### config.mk
export PLATFORM = sky130hd
export DESIGN_NAME = angle_uart_tx_flat
export DESIGN_NICKNAME = d
export VERILOG_FILES = /design/src/rtl/kalman_pkg.sv /design/src/rtl/angle_uart_tx_if.sv /design/src/rtl/uart_byte_tx.sv /design/src/rtl/angle_uart_tx.sv /design/src/flat_wrapper.sv
export SDC_FILE = /design/constraint.sdc
export NUM_CORES = 1
export LEC_CHECK = 0
export CORE_MARGIN = 4
export CORE_UTILIZATION = 55
export CTS_CLUSTER_SIZE = 20
export DETAILED_ROUTE_END_ITERATION = 10
export PLACE_DENSITY = 0.86
export SLEW_MARGIN = 20
export SYNTH_ARGS = -nofsm -noshare
export SYNTH_HDL_FRONTEND = slang
export SYNTH_SLANG_ARGS = --single-unit
export TNS_END_PERCENT = 100
### constraint.sdc
create_clock -name clk -period 5.39 [get_ports clk]
set_input_delay 0.539 -clock clk [delete_from_list [all_inputs] [get_ports clk]]
set_output_delay 0.539 -clock clk [all_outputs]
set_load 0.005 [all_outputs]
### src/rtl/kalman_pkg.sv
// Shared types and constants for the attitude output unit.
// Angle select encoding, frame tags and FSM state types.
package kalman_pkg;

    typedef enum logic [1:0] {
        SEL_ROLL,
        SEL_PITCH,
        SEL_YAW,
        SEL_NONE
    } angle_sel_t;

    typedef enum logic [1:0] {
        IDLE,
        LOAD,
        SEND,
        DONE
    } frame_state_t;

    typedef enum logic [1:0] {
        BIT_IDLE,
        START_BIT,
        DATA_BITS,
        STOP_BIT
    } bit_state_t;

    localparam logic [7:0] TAG_ROLL  = 8'h52;
    localparam logic [7:0] TAG_PITCH = 8'h50;
    localparam logic [7:0] TAG_YAW   = 8'h59;
    localparam int FRAME_BYTES = 3;
    localparam int ANGLE_W     = 16;

    function automatic logic [7:0] sel_tag(angle_sel_t s);
        logic [7:0] t;
        unique case (s)
            SEL_ROLL:  t = TAG_ROLL;
            SEL_PITCH: t = TAG_PITCH;
            SEL_YAW:   t = TAG_YAW;
            SEL_NONE:  t = 8'h00;
        endcase
        return t;
    endfunction

endpackage

### src/rtl/angle_uart_tx_if.sv
// Controller <-> output unit bundle: request, angle words,
// completion pulse, busy flag and the UART line.
interface angle_uart_tx_if;
    import kalman_pkg::*;

    logic               write_enable;
    logic [1:0]         output_sel;
    logic [ANGLE_W-1:0] roll_angle;
    logic [ANGLE_W-1:0] pitch_angle;
    logic [ANGLE_W-1:0] yaw_angle;
    logic               output_done;
    logic               busy;
    logic               tx_out;

    modport master (
        output write_enable, output_sel,
        output roll_angle, pitch_angle, yaw_angle,
        input  output_done, busy, tx_out
    );

    modport slave (
        input  write_enable, output_sel,
        input  roll_angle, pitch_angle, yaw_angle,
        output output_done, busy, tx_out
    );

endinterface

### src/rtl/uart_byte_tx.sv
// Single-byte 8N1 serializer with its own baud counter.
// A load during the last stop cycle chains bytes with no idle gap.
module uart_byte_tx
    import kalman_pkg::*;
#(
    parameter int CLKS_PER_BIT = 434
) (
    input  logic       clk,
    input  logic       n_rst,
    input  logic       load,
    input  logic [7:0] byte_in,
    output logic       tx,
    output logic       byte_done
);

    localparam int CNT_W =
        (CLKS_PER_BIT > 1) ? $clog2(CLKS_PER_BIT) : 1;
    localparam logic [CNT_W-1:0] LAST = CNT_W'(CLKS_PER_BIT - 1);

    bit_state_t       state;
    logic [CNT_W-1:0] baud_cnt;
    logic [2:0]       bit_idx;
    logic [7:0]       shreg;
    logic             tick;

    assign tick      = (baud_cnt == LAST);
    assign byte_done = (state == STOP_BIT) && tick;

    always_ff @(posedge clk or negedge n_rst) begin
        if (!n_rst) begin
            state    <= BIT_IDLE;
            tx       <= 1'b1;
            baud_cnt <= '0;
            bit_idx  <= '0;
            shreg    <= '0;
        end else if (load) begin
            state    <= START_BIT;
            tx       <= 1'b0;
            baud_cnt <= '0;
            bit_idx  <= '0;
            shreg    <= byte_in;
        end else begin
            if (state == BIT_IDLE || tick)
                baud_cnt <= '0;
            else
                baud_cnt <= baud_cnt + 1'b1;
            unique case (state)
                BIT_IDLE: tx <= 1'b1;
                START_BIT: if (tick) begin
                    state <= DATA_BITS;
                    tx    <= shreg[0];
                    shreg <= shreg >> 1;
                end
                DATA_BITS: if (tick) begin
                    if (bit_idx == 3'd7) begin
                        state <= STOP_BIT;
                        tx    <= 1'b1;
                    end else begin
                        bit_idx <= bit_idx + 1'b1;
                        tx      <= shreg[0];
                        shreg   <= shreg >> 1;
                    end
                end
                STOP_BIT: if (tick) begin
                    state <= BIT_IDLE;
                    tx    <= 1'b1;
                end
            endcase
        end
    end

endmodule

### src/rtl/angle_uart_tx.sv
// Attitude output unit: latches one angle and sends tag/LSB/MSB
// as a 3-byte UART frame, then pulses output_done.
module angle_uart_tx
    import kalman_pkg::*;
#(
    parameter int DATA_WIDTH   = 16,
    parameter int CLKS_PER_BIT = 434
) (
    input  logic            clk,
    input  logic            n_rst,
    angle_uart_tx_if.slave  bus
);

    frame_state_t          state;
    logic [DATA_WIDTH-1:0] word_q;
    logic [1:0]            byte_idx;
    logic                  done_q;
    logic                  busy_q;
    angle_sel_t            sel;
    logic [DATA_WIDTH-1:0] angle_mux;
    logic                  load;
    logic [7:0]            byte_in;
    logic                  byte_done;
    logic                  last_byte;
    logic                  tx;

    assign sel       = angle_sel_t'(bus.output_sel);
    assign last_byte = (byte_idx == 2'(FRAME_BYTES - 1));

    always_comb begin
        angle_mux = '0;
        unique case (sel)
            SEL_ROLL:  angle_mux = bus.roll_angle;
            SEL_PITCH: angle_mux = bus.pitch_angle;
            SEL_YAW:   angle_mux = bus.yaw_angle;
            SEL_NONE:  angle_mux = '0;
        endcase
    end

    // The next byte is handed over on the final stop cycle so the
    // serializer restarts without a gap.
    always_comb begin
        load    = 1'b0;
        byte_in = sel_tag(sel);
        if (state == LOAD) begin
            load = (sel != SEL_NONE);
        end else if (state == SEND && byte_done && !last_byte) begin
            load    = 1'b1;
            byte_in = (byte_idx == 2'd0) ? word_q[7:0]
                                         : word_q[DATA_WIDTH-1 -: 8];
        end
    end

    always_ff @(posedge clk or negedge n_rst) begin
        if (!n_rst) begin
            state    <= IDLE;
            word_q   <= '0;
            byte_idx <= '0;
            done_q   <= 1'b0;
            busy_q   <= 1'b0;
        end else begin
            done_q <= 1'b0;
            unique case (state)
                IDLE: if (bus.write_enable) begin
                    state  <= LOAD;
                    busy_q <= 1'b1;
                end
                LOAD: begin
                    word_q   <= angle_mux;
                    byte_idx <= '0;
                    if (sel == SEL_NONE) begin
                        state  <= DONE;
                        done_q <= 1'b1;
                    end else begin
                        state <= SEND;
                    end
                end
                SEND: if (byte_done) begin
                    if (last_byte) begin
                        state  <= DONE;
                        done_q <= 1'b1;
                    end else begin
                        byte_idx <= byte_idx + 1'b1;
                    end
                end
                DONE: begin
                    state  <= IDLE;
                    busy_q <= 1'b0;
                end
            endcase
        end
    end

    uart_byte_tx #(
        .CLKS_PER_BIT(CLKS_PER_BIT)
    ) u_byte (
        .clk      (clk),
        .n_rst    (n_rst),
        .load     (load),
        .byte_in  (byte_in),
        .tx       (tx),
        .byte_done(byte_done)
    );

    assign bus.output_done = done_q;
    assign bus.busy        = busy_q;
    assign bus.tx_out      = tx;

endmodule

### src/flat_wrapper.sv
// flat-port wrapper written by rule: the top's interface ports become plain ports
module angle_uart_tx_flat import kalman_pkg::*;
#(
    parameter int DATA_WIDTH   = 16,
    parameter int CLKS_PER_BIT = 434
)
  (clk, n_rst, bus_write_enable, bus_output_sel, bus_roll_angle, bus_pitch_angle, bus_yaw_angle, bus_output_done, bus_busy, bus_tx_out);
  angle_uart_tx_if bus_i ();
  input  logic clk;
  input  logic n_rst;
  input wire logic [$bits(bus_i.write_enable)-1:0] bus_write_enable;
  input wire logic [$bits(bus_i.output_sel)-1:0] bus_output_sel;
  input wire logic [$bits(bus_i.roll_angle)-1:0] bus_roll_angle;
  input wire logic [$bits(bus_i.pitch_angle)-1:0] bus_pitch_angle;
  input wire logic [$bits(bus_i.yaw_angle)-1:0] bus_yaw_angle;
  output wire logic [$bits(bus_i.output_done)-1:0] bus_output_done;
  output wire logic [$bits(bus_i.busy)-1:0] bus_busy;
  output wire logic [$bits(bus_i.tx_out)-1:0] bus_tx_out;
  assign bus_i.write_enable = bus_write_enable;
  assign bus_i.output_sel = bus_output_sel;
  assign bus_i.roll_angle = bus_roll_angle;
  assign bus_i.pitch_angle = bus_pitch_angle;
  assign bus_i.yaw_angle = bus_yaw_angle;
  assign bus_output_done = bus_i.output_done;
  assign bus_busy = bus_i.busy;
  assign bus_tx_out = bus_i.tx_out;
  angle_uart_tx #(.DATA_WIDTH(DATA_WIDTH), .CLKS_PER_BIT(CLKS_PER_BIT)) u_core (.clk(clk), .n_rst(n_rst), .bus(bus_i));
endmodule
==> impl_metrics.yaml, run 1 <==
cts:
  htreeDepth: 2
  post-cts-setup-buffer-count: 0
  clockBufferDepth: 2
  cts_buffers: 5
  cts_sinks: 45
  tritoncts_clock_tree: "yes"
  ctsRootBufferMaster: "clkbuf_8"
  post_cts.resized_instances: 0
  worst_skew_pair_later_pin_latency_ps: 290
  clkTransAtPathRegs_ps: 90
  hold_buffers_post_cts: 0
timing:
  finalCriticalPeriod_ps: 2580
  max_freq_mhz: 388
  fin_ws_ps: 2810
  setup_repair_after_global_routing_missed_its_margin: "no"
  worst_slew_margin_rel_pct: 35.9
  hold-worst-slack_ps: 237
  worst-slew-pin-transition_ps: 960
  fin_setup_tns_ps: 0
  final-max-slew-violation-count: 0
  final.setup_skew_ps: 6.57
  setup-violations-final: 0
  final.period_utilization_pct: 47.9
  hold_viol: 0
outcome:
  run_status: "finished clean"
power:
  post-layout-total-power_mw: 1.41
  ir_worst_vdd_mv: 0.363
  power.static_leakage_nw: 1.45
  pwr_density_cell_mw_per_mm2: 432
placement:
  globalplace.congestion: 0.822
  place_ws_ps: 2500
  place.port_buffers: 55
  dp.final_hpwl_um: 4290
global_route:
  grt_pass1_wl_um: 9380
  pin_count_of_the_biggest_net_entering_global_routing: 46
  grt_antenna_before_repair: 0
  grt_most_used_layer: "met2"
  grt.met2_usage_pct: 34.2
  met3_usage_pct: 2.81
  number_of_global_route_vias_before_repair: 1983
  grtUsageTotal_pct: 19.5
  grt-ovfl-total: 0
  groute.layer.met1.usage_pct: 25.9
yosys:
  synth-async-reset-ratio_pct: 100
  ys.warnings.count: 0
  synth_commonest_cells: "nor2_1 (51), dfrtp_1 (44), a21oi_1 (39)"
  post_synth_inst_count: 275
  synth-seq-area-share_pct: 43.4
  yosys_most_used_dff: "dfrtp_1"
  synth.largest_area_cell: "dfrtp_1"
  yosys_register_bits: 45
  post_syn_nets: 343
  synth_top_cells_by_area: "dfrtp_1 (42%), mux2i_1 (8.1%), a21oi_1 (7.5%), nor2_1 (7.4%), ha_1 (7.2%)"
  syn_area_per_cell_um2: 9.45
  synth_enable_flop_cells: 0
  synthesis.area_mm2: 0.00260
  synthMostInstantiatedCell: "nor2_1"
  yosysUniqueCellTypes: 41
  synthDominantCellAreaShare_pct: 42.4
finish:
  final_nets: 394
  syn2layout_area_growth_pct: 25.6
  n_fill_cell: 320
  antennaDiodeCount: 0
  final_layout_size_suffix_gt1_share_pct: 8.26
  final_util_pct: 72.9
floorplan:
  dieWidth_um: 76.7
  core_region_mm2: 0.00447
  floorplan.initialDensity_pct: 58.1
  chipHeight_um: 76.7
  io-pin-count: 56
  row_count: 24
  design.die.area_mm2: 0.00589
route:
  antenna_violating_nets_post_route: 0
  vias_per_cell: 5.53
  detail_route.drc_violations: 0
  drt-wirelength-per-cell_um: 14.7
  drt_pre_antenna_iters: 4
  number_of_violations_reported_at_the_end_of_detailed_routing_iteration_0: 108
  finalWirelength_um: 5570
  num_vias: 2094
critical_path:
  crit_required_ps: 5570
  critical_path_arrival_ps: 2760
  critPathLaunchType: "input port"
  critical_setup_path_kind: "in2reg"
  crit_path_end_kind: "flip-flop"
  crit_path_max_fanout: 21
flow_run:
  max_cap_violations: 0
hold_path:
  worst_hold_path_type: "in2async"
-- cells in the final DEF, fill, tap and decap left out, drive strengths merged, types with 3 or more instances in the layout --
cell and instances:
a21boi 3, a21oi 39, a2bb2oi 6, buf 3
clkbuf 6, clkdlybuf4s50 54, dfrtp 44, ha 15
inv 10, mux2 8, mux2i 21, nand2 10
nand2b 3, nand3 5, nor2 52, nor2b 3
o21ai 10, xnor2 6
-- per-layer routing --
layer	vias to the layer above	routed length, um
met5	-	0
met2	30	2990
met3	6	147
met4	0	58
li1	1060	-
met1	998	2380
-- critical path, cell delays in order --
cell             delay (ps)
clkdlybuf4s50_1         920
a21boi_0                350
or2_4                   360
or3_1                   370
o22a_1                  210
-- cell type report --
| type | instances | area (um^2) | area share [%] |
|---|---|---|---|
| Timing Repair Buffer | 57 | 563 | 17.3 |
| Sequential cell | 45 | 1130 | 34.6 |
| Multi-Input combinational cell | 207 | 1370 | 42.1 |
| Inverter | 10 | 37.5 | 1.15 |
| Clock inverter | 2 | 13.8 | 0.422 |
| Clock buffer | 6 | 82.6 | 2.53 |
| Tap cell | 52 | 65.1 | 1.99 |
-- per-stage QoR --
step                area, um^2  cells
floorplan                 2600    275
global placement          3160    371
detailed placement        3160    371
CTS                       3260    379
global route              3260    379
finish                    3260    379
-- worst paths after layout --
kind | startpoint | end | slack (ps) | cells after the start
max reg2reg | u_core.state[1] | u_core.u_byte.shreg[4] | 3040 | 7
max | bus_output_sel[0] | u_core.u_byte.state[0] | 2810 | 5
min reg2reg | u_core.u_byte.tx | u_core.u_byte.tx | 500 | 2
min | n_rst | u_core.bus.busy | 240 | 1
max in group asynchronous | n_rst | u_core.u_byte.tx | 4770 | 1
min in group clk | u_core.u_byte.tx | u_core.u_byte.tx | 500 | 2
-- power by group --
part | switching, mW | internal, mW
Clock | 0.115 | 0.104
Combinational | 0.327 | 0.299
Sequential | 0.0919 | 0.472
Total | 0.534 | 0.875
-- sequential cells by signal (all words and copies together), names as in the netlist --
name and flops:
u_core.bus.busy 1, u_core.bus.output_done 1, u_core.byte_idx 2, u_core.state 2, u_core.u_byte.baud_cnt 9, u_core.u_byte.bit_idx 3, u_core.u_byte.shreg 8, u_core.u_byte.state 2
u_core.u_byte.tx 1, u_core.word_q 16
-- kinds of logic (layout without fill, tap and decap cells) --
family | Yosys count | in the layout | synth area share, %
AND/OR/NAND/NOR | 89 | 89 | 16.5
AO/OA/AOI/OAI | 66 | 66 | 14.9
flip-flops | 45 | 45 | 43.4
XOR/XNOR | 8 | 8 | 2.70
buffers and inverters | 23 | 75 | 3.76
adder cells (fa/ha/maj) | 15 | 15 | 7.23
multiplexers | 29 | 29 | 11.6
Power figures use the tool's default switching activity.
==> run 2, diff against run 1 <==
- CORE_UTILIZATION: 55 -> 51
- PLACE_DENSITY: 0.86 -> 0.8
- clock period: 5.39 -> 2.5 ns (I/O delays scaled with it)
==> impl_metrics.yaml, run 2 (synthesis gave the netlist of run 1 again) <==
critical_path:
  critical_setup_path_kind: "reg2reg"
  critical_path_arrival_ps: 2370
  crit_path_max_fanout: 10
  critPathLaunchType: "flip-flop"
  slowest_stage_delay_on_critical_path_ps: 450
  crit_path_end_kind: "flip-flop"
  crit_path_cell_trace: "inv_1 > ha_1 > nor3b_1 > and4_4 > or2_4 > or3_1 > o22a_1"
  cell_with_the_largest_stage_delay_on_the_worst_path: "dfrtp_1"
  critical_path.top_delay_family: "simple AND/OR/NAND/NOR gates"
  crit_required_ps: 2680
  worstPathBufferInverterCount: 1
route:
  drt_pre_antenna_iters: 4
  drt-wirelength-per-cell_um: 14.7
  detail_route.drc_violations: 0
  vias_per_cell: 5.35
  finalWirelength_um: 5820
  num_vias: 2125
  number_of_violations_reported_at_the_end_of_detailed_routing_iteration_0: 98
  antenna_violating_nets_post_route: 0
finish:
  largest_register_ff_count: 16
  largest_register: "u_core.word_q"
  antennaDiodeCount: 0
  syn2layout_area_growth_pct: 27.3
  top_regs: "u_core.word_q (16), u_core.u_byte.baud_cnt (9), u_core.u_byte.shreg (8)"
  final_layout_size_suffix_gt1_share_pct: 9.09
  most-common-layout-cells: "clkdlybuf4s50_1 (54), nor2_1 (51), dfrtp_1 (44)"
  n_fill_cell: 395
  most_common_cell_after_layout_fill_and_taps_aside: "clkdlybuf4s50_1"
  final_nets: 397
cts:
  clkTransAtPathRegs_ps: 80
  ctsRootBufferMaster: "clkbuf_8"
  tritoncts_clock_tree: "yes"
  post-cts-setup-buffer-count: 0
  cts_sinks: 45
  worst_skew_pair_later_pin_latency_ps: 300
  hold_buffers_post_cts: 0
  clockBufferDepth: 2
  htreeDepth: 2
  post_cts.resized_instances: 0
  cts_buffers: 5
timing:
  final-max-slew-violation-count: 0
  final.period_utilization_pct: 87.4
  hold-worst-slack_ps: 107
  worst_slew_margin_rel_pct: 34.1
  fin_setup_tns_ps: 0
  finalCriticalPeriod_ps: 2180
  worst-slew-pin-transition_ps: 987
  hold_viol: 0
  setup-violations-final: 0
  max_freq_mhz: 458
  final.setup_skew_ps: 7.16
  setup_repair_after_global_routing_missed_its_margin: "no"
floorplan:
  row_count: 25
  chipHeight_um: 79.4
  dieWidth_um: 79.4
  core_region_mm2: 0.00482
  design.die.area_mm2: 0.00630
  io-pin-count: 56
  floorplan.initialDensity_pct: 53.9
power:
  clock_power_share_pct: 15.7
  ir_worst_vdd_mv: 0.568
  pwr_density_cell_mw_per_mm2: 940
  share_of_total_power_consumed_by_net_switching_pct: 37.9
  p_switching_mw: 1.18
  pwr-share-comb_pct: 45.1
  power.static_leakage_nw: 1.47
  internal_power_mw: 1.93
  sequential_cell_fraction_of_total_power_pct: 39.2
global_route:
  grtUsageTotal_pct: 19.7
  grt_pass1_wl_um: 9720
  grt_antenna_before_repair: 0
  pin_count_of_the_biggest_net_entering_global_routing: 46
  grt-ovfl-total: 0
  number_of_global_route_vias_before_repair: 2182
outcome:
  run_status: "finished clean"
placement:
  globalplace.congestion: 0.767
  place.port_buffers: 55
  dp.final_hpwl_um: 4370
hold_path:
  worst_hold_path_type: "in2async"
flow_run:
  max_cap_violations: 0
## run 2: changes by cell type in the layout (fill, tap and decap cells not counted), sizes merged
cell,previous run,this run
clkbuf,6,7
buf,3,6
clkinv,2,1
## run 2: through the flow
stage	utilization [%]	std cells	area, um^2	worst slack [ps]	total power [mW]
6_report	68.6	397	3310	315	3.11
5_1_grt	68.6	397	3310	210	3.36
4_1_cts	68.6	397	3310	143	3.11
3_5_place_dp	66.5	389	3200	179	2.59
3_3_place_gp	66.5	389	3200	283	2.53
2_1_floorplan	-	275	2600	453	2.18
## run 2: path summary, 6_finish.rpt
check                                  from                        to  slack (ps)  depth (start not counted)
setup / recovery            u_core.state[0]    u_core.u_byte.state[0]         320                          7
hold / removal                        n_rst         u_core.word_q[15]         110                          1
setup reg to reg            u_core.state[0]    u_core.u_byte.state[0]         320                          7
hold reg to reg            u_core.u_byte.tx          u_core.u_byte.tx         500                          2
max in group asynchronous             n_rst  u_core.u_byte.bit_idx[1]        1780                          1
min in group clk           u_core.u_byte.tx          u_core.u_byte.tx         500                          2
## run 2: per-layer routing
layer	vias up	global-route usage (%)	wire length, um
met5	-	0	0
met1	1019	22.1	2460
li1	1060	-	-
met4	0	6.87	113
met2	35	37.2	3090
met3	11	3.40	162
## run 2: layout make-up
cell class | count | area, um^2 | area share [%]
multi-input cells | 207 | 1370 | 41.5
flip-flops and latches | 45 | 1130 | 34.1
repair buffers | 60 | 583 | 17.6
clock buffers | 7 | 96.3 | 2.91
well taps | 67 | 83.8 | 2.54
inverters | 10 | 37.5 | 1.14
clock inverters | 1 | 5.00 | 0.151
## run 2: power groups by stage
stage / registers (mW) / logic [mW] / clock network (mW)
after global routing: 1.25 / 1.58 / 0.526
final: 1.22 / 1.40 / 0.489
after detailed placement: 1.22 / 1.38 / 0
after floorplan: 1.17 / 1.01 / 0
after global placement: 1.21 / 1.32 / 0
after CTS: 1.21 / 1.40 / 0.499
## run 2: worst register-to-register path, delay by kind of cell (launching register included)
family                   cells  cell delay, ps
AND/OR/NAND/NOR              4            1050
AO/OA/AOI/OAI                1             210
adder cells (fa/ha/maj)      1             270
flip-flops                   1             450
buffers and inverters        1             100
==> run 3, diff against run 2 <==
- CORE_UTILIZATION: 51 -> 45
- PLACE_DENSITY: 0.8 -> 0.72
- clock period: 2.5 -> 2.2 ns (I/O delays scaled with it)
==> impl_metrics.yaml, run 3 (synthesis gave the netlist of run 1 again) <==
cts:
  post-cts-setup-buffer-count: 0
  tritoncts_clock_tree: "yes"
  clkTransAtPathRegs_ps: 80
  worst_skew_pair_later_pin_latency_ps: 290
  cts_buffers: 5
  cts_sinks: 45
  ctsRootBufferMaster: "clkbuf_8"
  htreeDepth: 2
  hold_buffers_post_cts: 0
  post_cts.resized_instances: 0
  clockBufferDepth: 2
route:
  num_vias: 2097
  number_of_violations_reported_at_the_end_of_detailed_routing_iteration_0: 60
  detail_route.drc_violations: 0
  finalWirelength_um: 5850
  drt_pre_antenna_iters: 4
  drt-wirelength-per-cell_um: 14.4
  antenna_violating_nets_post_route: 0
  vias_per_cell: 5.17
hold_path:
  worst_hold_path_type: "in2async"
floorplan:
  dieWidth_um: 84.0
  chipHeight_um: 84.0
  row_count: 27
  io-pin-count: 56
  design.die.area_mm2: 0.00705
  floorplan.initialDensity_pct: 46.9
  core_region_mm2: 0.00554
timing:
  hold_viol: 11
  fin_ws_ps: 127
  worst_slew_margin_rel_pct: 57.5
  fin_setup_tns_ps: 0
  final.period_utilization_pct: 94.2
  worst-slew-pin-transition_ps: 634
  hold-worst-slack_ps: -8.73
  max_freq_mhz: 482
  setup_repair_after_global_routing_missed_its_margin: "no"
  finalCriticalPeriod_ps: 2070
  final-max-slew-violation-count: 0
  final.setup_skew_ps: 5.74
  setup-violations-final: 0
critical_path:
  critical_setup_path_kind: "reg2reg"
  slowest_stage_delay_on_critical_path_ps: 450
  critPathLaunchType: "flip-flop"
  critical_path.top_delay_family: "simple AND/OR/NAND/NOR gates"
  worstPathBufferInverterCount: 1
  crit_path_cell_trace: "inv_1 > ha_1 > nor3b_1 > and4_4 > or2_4 > or3_1 > o22a_1"
  cell_with_the_largest_stage_delay_on_the_worst_path: "dfrtp_1"
  crit_required_ps: 2380
  critical_path_arrival_ps: 2260
  crit_path_end_kind: "flip-flop"
  crit_path_max_fanout: 6
power:
  share_of_total_power_consumed_by_net_switching_pct: 37.1
  clock_power_share_pct: 14.7
  p_switching_mw: 1.29
  ir_worst_vdd_mv: 0.503
  pwr-share-comb_pct: 45.7
  internal_power_mw: 2.19
  power.static_leakage_nw: 1.49
  sequential_cell_fraction_of_total_power_pct: 39.6
  pwr_density_cell_mw_per_mm2: 1040
finish:
  largest_register: "u_core.word_q"
  top_regs: "u_core.word_q (16), u_core.u_byte.baud_cnt (9), u_core.u_byte.shreg (8)"
  postLayoutCellArea_mm2: 0.00334
  final_nets: 402
  syn2layout_area_growth_pct: 28.5
  final_non_filler_cells: 406
  most_common_cell_after_layout_fill_and_taps_aside: "clkdlybuf4s50_1"
  most-common-layout-cells: "clkdlybuf4s50_1 (54), nor2_1 (51), dfrtp_1 (44)"
  antennaDiodeCount: 0
  final_layout_size_suffix_gt1_share_pct: 10.2
  largest_register_ff_count: 16
  n_fill_cell: 486
global_route:
  grt-ovfl-total: 0
  grt_pass1_wl_um: 9960
  number_of_global_route_vias_before_repair: 2117
  grt_antenna_before_repair: 0
  pin_count_of_the_biggest_net_entering_global_routing: 46
  grtUsageTotal_pct: 17.5
placement:
  placed_cell_area_mm2: 0.00325
  place.port_buffers: 55
  place_ws_ps: 95.5
  place_inst: 399
  globalplace.congestion: 0.842
  dp.final_hpwl_um: 4540
outcome:
  violations: "negative hold slack"
  run_status: "finished with violations"
flow_run:
  max_cap_violations: 0
run 3: cell count changes in the layout (fill, tap and decap cells not counted), sizes merged:
| cell | delta |
|---|---|
| buf | +5 |
| clkinv | -1 |
run 3: worst reg2reg max path, delay by kind of cell, from the launching register on:
family | cells | cell delay [ps]
buffers and inverters | 1 | 100
and+or+nand+nor | 4 | 960
adders and majority gates | 1 | 250
DFF | 1 | 450
AOI/OAI and AO/OA | 1 | 200
run 3: worst paths after layout:
check	from	to	slack, ps	depth (start not counted)
setup / recovery	u_core.state[0]	u_core.u_byte.state[0]	130	7
hold / removal	n_rst	u_core.word_q[13]	-9	2
setup reg to reg	u_core.state[0]	u_core.u_byte.state[0]	130	7
hold reg to reg	u_core.u_byte.tx	u_core.u_byte.tx	480	2
max in group asynchronous	n_rst	u_core.word_q[4]	1810	2
min in group clk	u_core.u_byte.tx	u_core.u_byte.tx	480	2
run 3: final cells by class:
class,count,area (um^2),area share [%]
clock buffers,7,86.3,2.59
inverters,10,37.5,1.12
multi-input cells,207,1380,41.2
flip-flops and latches,45,1130,33.8
well taps,72,90.1,2.70
repair buffers,65,621,18.6
run 3: per-stage QoR:
| stage | power (mW) | util, % |
|---|---|---|
| after detailed placement | 2.99 | 58.6 |
| after floorplan | 2.47 | - |
| final | 3.47 | 60.2 |
| after global routing | 3.80 | 60.2 |
| after CTS | 3.51 | 60.2 |
| after global placement | 2.93 | 58.6 |
run 3: metal layers:
layer	vias up	part of all wire, %	track usage [%]
met5	-	0	0
met3	7	2.8	3.36
li1	1072	-	-
met2	20	49	28.7
met1	998	47	23.1
met4	0	1.5	5.70
run 3: power groups by stage:
stage          Clock, mW  Combinational [mW]  Sequential, mW
2_1_floorplan          0                1.15            1.33
4_1_cts            0.536                1.61            1.37
3_5_place_dp           0                1.61            1.38
5_1_grt            0.568                1.82            1.41
3_3_place_gp           0                1.56            1.37
6_report           0.512                1.59            1.38
